File: src/rtl/id_operand_stage.sv
// id_operand_stage: operand resolution with forwarding, load-use interlock, ID/EX register and saturating interlock counters (forwarding enabled by ID_FWD_EN)
module id_operand_stage #(
  parameter int DATA_W    = 32,
  parameter int ADDR_W    = 5,
  parameter int FWD_PORTS = 2,
  parameter int CNT_W     = 16
) (
  input  logic                        clk,
  input  logic                        rst,
  input  logic                        id_valid_i,
  input  logic                        reg1_re_i,
  input  logic                        reg2_re_i,
  input  logic [ADDR_W-1:0]           reg1_addr_i,
  input  logic [ADDR_W-1:0]           reg2_addr_i,
  input  logic [DATA_W-1:0]           reg1_data_i,
  input  logic [DATA_W-1:0]           reg2_data_i,
  input  logic [DATA_W-1:0]           imm_i,
  input  logic [ADDR_W-1:0]           waddr_i,
  input  logic                        we_i,
  input  logic [7:0]                  aluop_i,
  input  logic [2:0]                  alusel_i,
  input  logic [FWD_PORTS-1:0]        fwd_we_i,
  input  logic [FWD_PORTS*ADDR_W-1:0] fwd_waddr_i,
  input  logic [FWD_PORTS*DATA_W-1:0] fwd_wdata_i,
  input  logic [FWD_PORTS-1:0]        fwd_pend_i,
  input  logic                        stall_i,
  input  logic                        flush_i,
  output logic                        ex_valid_o,
  output logic [DATA_W-1:0]           ex_reg1_o,
  output logic [DATA_W-1:0]           ex_reg2_o,
  output logic [ADDR_W-1:0]           ex_waddr_o,
  output logic                        ex_we_o,
  output logic [7:0]                  ex_aluop_o,
  output logic [2:0]                  ex_alusel_o,
  output logic                        stallreq_o,
  output logic [CNT_W-1:0]            ilk_evt_o,
  output logic [CNT_W-1:0]            ilk_cyc_o
);
  typedef enum logic {RUN, ILK} state_t;
  state_t state, state_nx;
  logic [FWD_PORTS-1:0] m1, m2;
  logic [DATA_W-1:0] rf1, rf2, op1, op2;
  logic hazard, bubble, evt_inc;
  // per-source address match for both operands; register 0 never matches
  always_comb begin
    m1 = '0;
    m2 = '0;
    for (int k = 0; k < FWD_PORTS; k++) begin
      m1[k] = reg1_re_i && fwd_we_i[k] && reg1_addr_i != '0 && fwd_waddr_i[k*ADDR_W +: ADDR_W] == reg1_addr_i;
      m2[k] = reg2_re_i && fwd_we_i[k] && reg2_addr_i != '0 && fwd_waddr_i[k*ADDR_W +: ADDR_W] == reg2_addr_i;
    end
  end
  assign rf1 = reg1_addr_i == '0 ? '0 : reg1_data_i;
  assign rf2 = reg2_addr_i == '0 ? '0 : reg2_data_i;
`ifdef ID_FWD_EN
  logic [FWD_PORTS-1:0] w1, w2;
  logic [DATA_W-1:0] f1, f2;
  assign w1 = m1 & (~m1 + FWD_PORTS'(1));
  assign w2 = m2 & (~m2 + FWD_PORTS'(1));
  // youngest matching source drives the forwarded value
  always_comb begin
    f1 = '0;
    f2 = '0;
    for (int k = 0; k < FWD_PORTS; k++) begin
      f1 = f1 | ({DATA_W{w1[k]}} & fwd_wdata_i[k*DATA_W +: DATA_W]);
      f2 = f2 | ({DATA_W{w2[k]}} & fwd_wdata_i[k*DATA_W +: DATA_W]);
    end
  end
  assign hazard = id_valid_i && |((w1 | w2) & fwd_pend_i);
  assign op1 = !reg1_re_i ? imm_i : |m1 ? f1 : rf1;
  assign op2 = !reg2_re_i ? imm_i : |m2 ? f2 : rf2;
`else
  logic unused_fwd;
  assign unused_fwd = ^{fwd_wdata_i, fwd_pend_i};
  assign hazard = id_valid_i && |(m1 | m2);
  assign op1 = reg1_re_i ? rf1 : imm_i;
  assign op2 = reg2_re_i ? rf2 : imm_i;
`endif
  assign stallreq_o = rst && hazard;
  assign bubble = hazard && !flush_i && !stall_i;
  // ID/EX register: flush beats hold, hold beats bubble
  always_ff @(posedge clk or negedge rst)
    if (!rst) begin
      ex_valid_o  <= 1'b0;
      ex_we_o     <= 1'b0;
      ex_reg1_o   <= '0;
      ex_reg2_o   <= '0;
      ex_waddr_o  <= '0;
      ex_aluop_o  <= '0;
      ex_alusel_o <= '0;
    end else if (flush_i) begin
      ex_valid_o <= 1'b0;
      ex_we_o    <= 1'b0;
    end else if (!stall_i) begin
      ex_valid_o  <= id_valid_i && !hazard;
      ex_we_o     <= we_i && id_valid_i && !hazard;
      ex_reg1_o   <= hazard ? '0 : op1;
      ex_reg2_o   <= hazard ? '0 : op2;
      ex_waddr_o  <= hazard ? '0 : waddr_i;
      ex_aluop_o  <= hazard ? '0 : aluop_i;
      ex_alusel_o <= hazard ? '0 : alusel_i;
    end
  // interlock state register
  always_ff @(posedge clk or negedge rst)
    if (!rst) state <= RUN;
    else state <= state_nx;
  // stay interlocked exactly while bubbles keep being inserted
  always_comb state_nx = bubble ? ILK : RUN;
  // an interlock event is the first bubble after a run of normal cycles
  always_comb evt_inc = bubble && state == RUN;
  // saturating performance counters
  always_ff @(posedge clk or negedge rst)
    if (!rst) begin
      ilk_evt_o <= '0;
      ilk_cyc_o <= '0;
    end else begin
      if (evt_inc && !(&ilk_evt_o)) ilk_evt_o <= ilk_evt_o + CNT_W'(1);
      if (bubble && !(&ilk_cyc_o)) ilk_cyc_o <= ilk_cyc_o + CNT_W'(1);
    end
endmodule

File: config.mk
export PLATFORM = sky130hd
export DESIGN_NAME = id_operand_stage
export DESIGN_NICKNAME = d
export VERILOG_FILES = /design/src/rtl/id_operand_stage.sv
export SDC_FILE = /design/constraint.sdc
export NUM_CORES = 1
export LEC_CHECK = 0
export ABC_AREA = 0
export CAP_MARGIN = 20
export CELL_PAD_IN_SITES_DETAIL_PLACEMENT = 1
export CELL_PAD_IN_SITES_GLOBAL_PLACEMENT = 1
export CORE_MARGIN = 4
export CORE_UTILIZATION = 27
export CTS_CLUSTER_SIZE = 40
export DETAILED_ROUTE_END_ITERATION = 10
export PLACE_DENSITY_LB_ADDON = 0.1
export SLEW_MARGIN = 10
export SYNTH_ARGS = -nofsm -noshare
export SYNTH_HDL_FRONTEND = slang
export SYNTH_SLANG_ARGS = --single-unit
export TNS_END_PERCENT = 20
File: constraint.sdc
create_clock -name clk -period 2.4 [get_ports clk]
set_input_delay 0.48 -clock clk [delete_from_list [all_inputs] [get_ports clk]]
set_output_delay 0.48 -clock clk [all_outputs]
set_load 0.05 [all_outputs]
==> metrics.yaml, run 1 <==
start_util: 0.277
slowest_delay_ns: 0.57
clock.fmax_mhz: 422
die_area_um2: 23300
max_cap_violations: 0
dr_total_vias: 5608
place_area_um2: 8750
finClkSkew_ns: 0.00818
combPwrFrac: 0.284
die_w_um: 153
drtPass1Iterations: 4
clk_latency_ns: 0.41
drt_iter0_drc: 165
avgSynthCellArea_um2: 9.26
synth_top_flop_cell: "dfrtp_1"
slowest_stage: "clkdlybuf4s50_1"
yosys_warnings: 0
synth_enable_flop_cells: 0
worstPathMaxFanout: 2
synth_area_leaders: "dfrtp_1 (51%), nand2_1 (7.6%), a21oi_1 (7.2%), nor2b_1 (7.1%), o21ai_0 (5.7%)"
slew_violations: 0
crit_path_start_kind: "primary input"
yosysSeqAreaShare: 0.509
stdcell_area_um2: 9420
fp.coreArea_um2: 20400
post_drt_wl_per_cell_um: 19.1
grt_util_all_layers: 0.192
synth_seq_cells: 115
hold_viol_final: 0
drcViolationCount: 0
cts_tree: "built"
slew-limit-headroom: 0.374
vias_per_cell: 4.77
syn-num-nets: 821
grt_pass1_vias: 6248
post-route-period-util: 0.988
drive_gt1_frac: 0.111
total_leakage_power_nw: 4.05
swShare: 0.328
worstPathCellList: "clkdlybuf4s50_1 -> nand2_2 -> o22ai_4 -> a22oi_4 -> nor3b_2 -> clkbuf_16"
syn_area_um2: 5660
async_flop_share: 1.00
power_mw: 6.82
synth_top_area_cell: "dfrtp_1"
syn_to_final_growth_pct: 66.5
row_count: 52
worst_pin_slew_ns: 0.939
critPathRequiredTime_ns: 1.92
clkTransAtPathRegs_ns: 0.05
netlist.area_leader.share: 0.509
cts_buffer_depth: 2
arrival_ns: 1.89
cts_inserted_buffers: 17
wirelength_mm: 22.5
dp_cells: 1136
htree_levels: 4
p_int_mw: 4.58
critical_path_class: "primary input to output port"
post-route-min-period_ns: 2.37
hp-class: "primary input to asynchronous set/reset pin"
routabilityCongestion: 0.812
run_status: "completed"
route.antenna.remaining_nets: 0
power_switching_mw: 2.24
syn_inst: 611
place.port_buffers: 256
dp_hpwl_mm: 16.4
synth_cell_types: 42
cts_root_buf: "clkbuf_16"
instances_no_fill: 1175
power.density_nw_per_um2: 724
grt_pass1_wl_mm: 35.7
setup_viol: 0
ir_worst_vdd_mv: 0.471
overflow: 0
seq_power_share: 0.332
die-height_um: 153
clkPwrFrac: 0.383
finalNetCount: 1100
antenna_found_initial: 6
worst_setup_path_end_kind: "output port"
grt_max_degree: 116
fin_setup_tns_ns: 0
cts.sinks: 115
ios: 323
==> metrics by stage <==
step / utilization / setup slack (ns) / hold slack (ns)
3_5_place_dp: 0.429 / -0.468 / 0.473
4_1_cts: 0.460 / 0.000423 / 0.251
5_1_grt: 0.461 / -0.0395 / 0.273
2_1_floorplan: - / 0.00415 / 0.184
3_3_place_gp: 0.429 / -0.428 / 0.463
6_report: 0.461 / 0.0281 / 0.216
==> Yosys cell counts (3+ instances only) <==
library cell  instances
dfrtp_1             115
nor4_1                8
nor3_1                8
and3_1                3
nand2_1             114
buf_2                 4
clkbuf_1             30
nand3_1               7
nand4_1              12
xor2_1               27
xnor2_1              22
o21ai_0              65
nor4b_1               4
a21oi_1              81
nor2_1               11
nor2b_1              64
nor3b_1               5
==> path summary, 6_finish.rpt <==
kind	from	cells after the start	endpoint	slack [ns]
min in group clk	ex_reg2_o[0]	2	ex_reg2_o[0]	0.48
max in group asynchronous	rst	2	ex_reg2_o[11]	1.66
setup reg to reg	ilk_cyc_o[0]	8	ilk_cyc_o[15]	0.23
hold / removal	rst	2	ilk_evt_o[13]	0.22
hold reg to reg	ex_reg2_o[0]	2	ex_reg2_o[0]	0.48
setup / recovery	fwd_we_i[1]	6	stallreq_o	0.03
==> flip-flops by register name, summed over array words and instances, names as in the netlist <==
name	cells
ilk_evt_o	16
ex_reg1_o	32
state	1
ex_waddr_o	5
ex_alusel_o	3
ilk_cyc_o	16
ex_valid_o	1
ex_reg2_o	32
ex_we_o	1
ex_aluop_o	8
==> layer usage <==
metal | part of all wire | track usage
met1 | 0.40 | 0.230
met2 | 0.51 | 0.325
met3 | 0.074 | 0.0699
met4 | 0.013 | 0.0556
met5 | 0.0020 | 0
==> kinds of logic (layout without fill, tap and decap cells) <==
kind of cell / Yosys count / after routing / synth area share
flops: 115 / 115 / 0.509
mux: 3 / 3 / 0.00597
compound gates: 156 / 156 / 0.153
buf+inv: 37 / 329 / 0.0274
fa+ha+maj: 2 / 2 / 0.00442
xor+xnor: 49 / 49 / 0.0758
simple gates: 249 / 249 / 0.224
other cells: 0 / 2 / 0
==> timing repair <==
item                       in CTS  in global routing
setup endpoints to repair      14                  1
setup buffers                   4                  1
gates resized for setup        33                 13
hold buffers                    0                  0
pin swaps                      10                  8
hold endpoints to repair        0                  0
==> cell usage in the layout, fill, tap and decap left out, types with 18 or more instances in the layout <==
cell type,n
dfrtp_1,115
buf_4,36
xor2_1,27
clkbuf_16,18
xnor2_1,19
nor2b_1,64
o21ai_0,65
a21oi_1,81
nand2_1,113
clkdlybuf4s50_1,234
==> worst max-delay path: cells and delay by family <==
kind	cells	cell delay [ns]
buffers and inverters	2	0.78
AND/OR/NAND/NOR	2	0.32
AO/OA/AOI/OAI	2	0.31
==> cell type report <==
type                    instances  area, um2
inverters                       1       3.75
clock inverters                10        130
clock buffers                  22        474
multi-input cells             459       2690
well taps                     270        338
fillers                      2378      11000
repair buffers                296       2900
flip-flops and latches        115       2880
diodes                          2       5.00
==> power by group through the flow <==
stage,Combinational [mW],Sequential [mW],Clock (mW)
global route,2.06,2.29,2.79
global placement,1.93,2.29,0
detailed placement,1.95,2.30,0
floorplan,0.333,3.00,0
finish,1.94,2.27,2.61
CTS,1.96,2.27,2.69
No activity file was read; power rests on OpenSTA's default activity.
==> run 2: changes to the inputs <==
--- a/config.mk
+++ b/config.mk
@@ -18,4 +18,3 @@
 export SYNTH_ARGS = -nofsm -noshare
 export SYNTH_HDL_FRONTEND = slang
 export SYNTH_SLANG_ARGS = --single-unit
-export TNS_END_PERCENT = 20
==> results of run 2 <==
No change in the layout: final DEF, timing and power equal those of run 1.
==> run 3: changes to the inputs <==
--- a/config.mk
+++ b/config.mk
@@ -5,13 +5,12 @@
 export SDC_FILE = /design/constraint.sdc
 export NUM_CORES = 1
 export LEC_CHECK = 0
-export ABC_AREA = 0
+export ABC_AREA = 1
 export CAP_MARGIN = 20
 export CELL_PAD_IN_SITES_DETAIL_PLACEMENT = 1
 export CELL_PAD_IN_SITES_GLOBAL_PLACEMENT = 1
 export CORE_MARGIN = 4
-export CORE_UTILIZATION = 27
-export CTS_CLUSTER_SIZE = 40
+export CORE_UTILIZATION = 28
 export DETAILED_ROUTE_END_ITERATION = 10
 export PLACE_DENSITY_LB_ADDON = 0.1
 export SLEW_MARGIN = 10
==> metrics.yaml, run 3 <==
cts_inserted_buffers: 17  # unchanged
dp_slack_ns: -0.273  # +0.195 ns
ir_worst_vdd_mv: 0.423  # -10%
reg2reg_depth: 8  # unchanged
synth_seq_cells: 115  # unchanged
synth_top_area_cell: "dfrtp_1"
slew_violations: 0  # unchanged
drtPass1Iterations: 4  # unchanged
max_cap_violations: 0  # unchanged
reg2reg_to: "ilk_evt_o[14]"
wirelength_mm: 25.4  # +13%
yosysSeqAreaShare: 0.448  # -0.0605
reg.largest.list: "ex_reg1_o x32, ex_reg2_o x32"
hold_viol_final: 0  # unchanged
die_area_um2: 25400  # +8.9%
layout_common_cells: "nand2_1 (329), clkdlybuf4s50_1 (228), dfrtp_1 (115)"
row_count: 55  # +5.8%
slew-limit-headroom: 0.327  # -0.0465
use_met2: 0.341  # +0.0166
place.port_buffers: 256  # unchanged
dp_cells: 1377  # +21%
post_drt_wl_per_cell_um: 17.9  # -6.3%
grt_most_used_layer: "met2"
critPathRequiredTime_ns: 1.92  # about the same
syn_to_final_growth_pct: 56.5
syn_inst: 856  # +40%
finalNetCount: 1326  # +21%
overflow: 0  # unchanged
fin_setup_tns_ns: 0  # unchanged
clkTransAtPathRegs_ns: 0.06  # about the same
fp.coreArea_um2: 22600  # +10%
cts_tree: "built"
netlist.area_leader.share: 0.448  # -0.0605
finClkSkew_ns: 0.00985  # +0.00167 ns
drcViolationCount: 0  # unchanged
drive_gt1_frac: 0.100  # -0.0107
die_w_um: 159  # +4.4%
rsz0062_at_grt: "false"
drt_iter0_drc: 221  # +34%
htree_levels: 4  # unchanged
critical_path_class: "primary input to output port"
use_met1: 0.243  # +0.0132
cts_root_buf: "clkbuf_16"
hp-class: "primary input to asynchronous set/reset pin"
grt_pass1_vias: 7277  # +16%
synth_enable_flop_cells: 0  # unchanged
final_common_cell: "nand2_1"
run_status: "completed"
worst_setup_path_end_kind: "output port"
synth_area_leaders: "dfrtp_1 (45%), nand2_1 (19%), o2111ai_1 (8.7%), o21ai_0 (6.8%), inv_1 (3.1%)"
avgSynthCellArea_um2: 7.50  # -19%
die-height_um: 159  # +4.4%
cts_hold_buf: 0  # unchanged
instances_no_fill: 1415  # +20%
setup_viol: 0  # unchanged
yosysMostFrequentCell: "nand2_1"
reg2reg_slack_ns: 0.38  # +0.15 ns
routabilityCongestion: 0.787  # -3.1%
total_leakage_power_nw: 4.69  # +16%
post-route-min-period_ns: 2.29  # -0.0788 ns
worst_pin_slew_ns: 1.01  # +0.0698 ns
synthTopCellsByCount: "nand2_1 (329), dfrtp_1 (115), o21ai_0 (87), o2111ai_1 (64), inv_1 (53)"
cts.sinks: 115  # unchanged
timing.hold.ws_ns: 0.167  # -0.0493 ns
power.density_nw_per_um2: 699  # -3.3%
grt_max_degree: 74  # -36%
syn-num-nets: 1066  # +30%
start_util: 0.285  # +0.00758
vias_per_cell: 4.90  # +2.7%
layout_setup_ws_ns: 0.107  # +0.0788 ns
route.antenna.remaining_nets: 0  # unchanged
crit_path_start_kind: "primary input"
synth_cell_types: 28  # -33%
async_flop_share: 1.00  # unchanged
grt_util_all_layers: 0.200  # +0.00806
arrival_ns: 1.81  # -0.08 ns
grt_pass1_wl_mm: 41.0  # +15%
dr_total_vias: 6933  # +24%
ios: 323  # unchanged
use_met3: 0.0712  # +0.00132
r2r-start: "ilk_evt_o[1]"
syn_area_um2: 6420  # +14%
antenna_found_initial: 4  # -2
clk_latency_ns: 0.42  # about the same
post-route-period-util: 0.955  # -0.0328
cts_buffer_depth: 2  # unchanged
dp_hpwl_mm: 18.2  # +11%
clock.fmax_mhz: 436  # +3.4%
yosys_warnings: 0  # unchanged
synth_top_flop_cell: "dfrtp_1"
worstPathMaxFanout: 4  # +2
run 3: changes by cell type after synthesis, moves of 22 or more:
cell	delta
inv_1	+52
nand3_1	+32
nor2_1	+31
o2111ai_1	+64
nor2b_1	-64
a21oi_1	-77
o21ai_0	+22
nand2_1	+215
run 3: kinds of logic (layout without fill, tap and decap cells):
| logic type | Yosys count | count (layout) | synth area share |
|---|---|---|---|
| adders and majority gates | 2 | 2 | 0.00389 |
| buffers and inverters | 113 | 386 | 0.0709 |
| AOI/OAI and AO/OA | 158 | 158 | 0.161 |
| other | 0 | 1 | 0 |
| DFF | 115 | 115 | 0.448 |
| xor gates and xnor gates | 15 | 15 | 0.0205 |
| and+or+nand+nor | 453 | 453 | 0.296 |
run 3: worst max-delay path by stage:
stage / start / end / slack, ns / cells after the start
3_5_place_dp: reg1_addr_i[2] / stallreq_o / -0.27 / 12
6_report: reg1_addr_i[2] / stallreq_o / 0.11 / 12
5_1_grt: reg1_addr_i[2] / stallreq_o / 0.0006 / 12
4_1_cts: fwd_we_i[1] / stallreq_o / 0.005 / 10
3_3_place_gp: reg2_addr_i[2] / stallreq_o / -0.25 / 12
2_1_floorplan: reg1_addr_i[4] / stallreq_o / 0.21 / 11
run 3: through the flow:
stage / utilization / cell area, um2 / total power [mW]
CTS: 0.445 / 10100 / 7.13
global route: 0.445 / 10100 / 7.33
global placement: 0.415 / 9380 / 4.36
finish: 0.445 / 10100 / 7.03
detailed placement: 0.415 / 9380 / 4.38
floorplan: - / 6430 / 3.44
run 3: layout make-up:
| type | count | area, um2 |
|---|---|---|
| clock buffers | 19 | 443 |
| fillers | 2775 | 12500 |
| repair buffers | 296 | 2840 |
| flip-flops and latches | 115 | 2880 |
| well taps | 285 | 357 |
| multi-input cells | 628 | 3140 |
| diodes | 1 | 2.50 |
| inverters | 58 | 218 |
| clock inverters | 13 | 174 |
run 3: metal layers:
layer  vias up  wire, um
met5         -        59
met4         8       277
met3        25      1730
met2       153     12300
met1      3357     11000
li1       3390         -
run 3: where the power goes:
group	switching [mW]	leakage, nW	internal (mW)	total [mW]
Clock	1.03	0.291	1.68	2.71
Sequential	0.119	1.46	2.15	2.27
Combinational	1.33	2.94	0.729	2.06
run 3: worst max-delay path, stage by stage:
cell,delay [ns]
dlygate4sd2_1,0.28
inv_1,0.08
nand2_1,0.06
nand2_1,0.05
nor2_2,0.14
nand2_1,0.09
nor2_2,0.13
nor2_4,0.07
nand2_4,0.08
nand2_4,0.07
nor2_4,0.12
buf_8,0.16
run 3: what timing repair did:
| item | in CTS | in global routing |
|---|---|---|
| resized for setup | 38 | 8 |
| pin swaps | 13 | 8 |
| endpoints found under the setup margin | 1 | 1 |
| gates cloned | 0 | 0 |
| setup buffers | 5 | 0 |
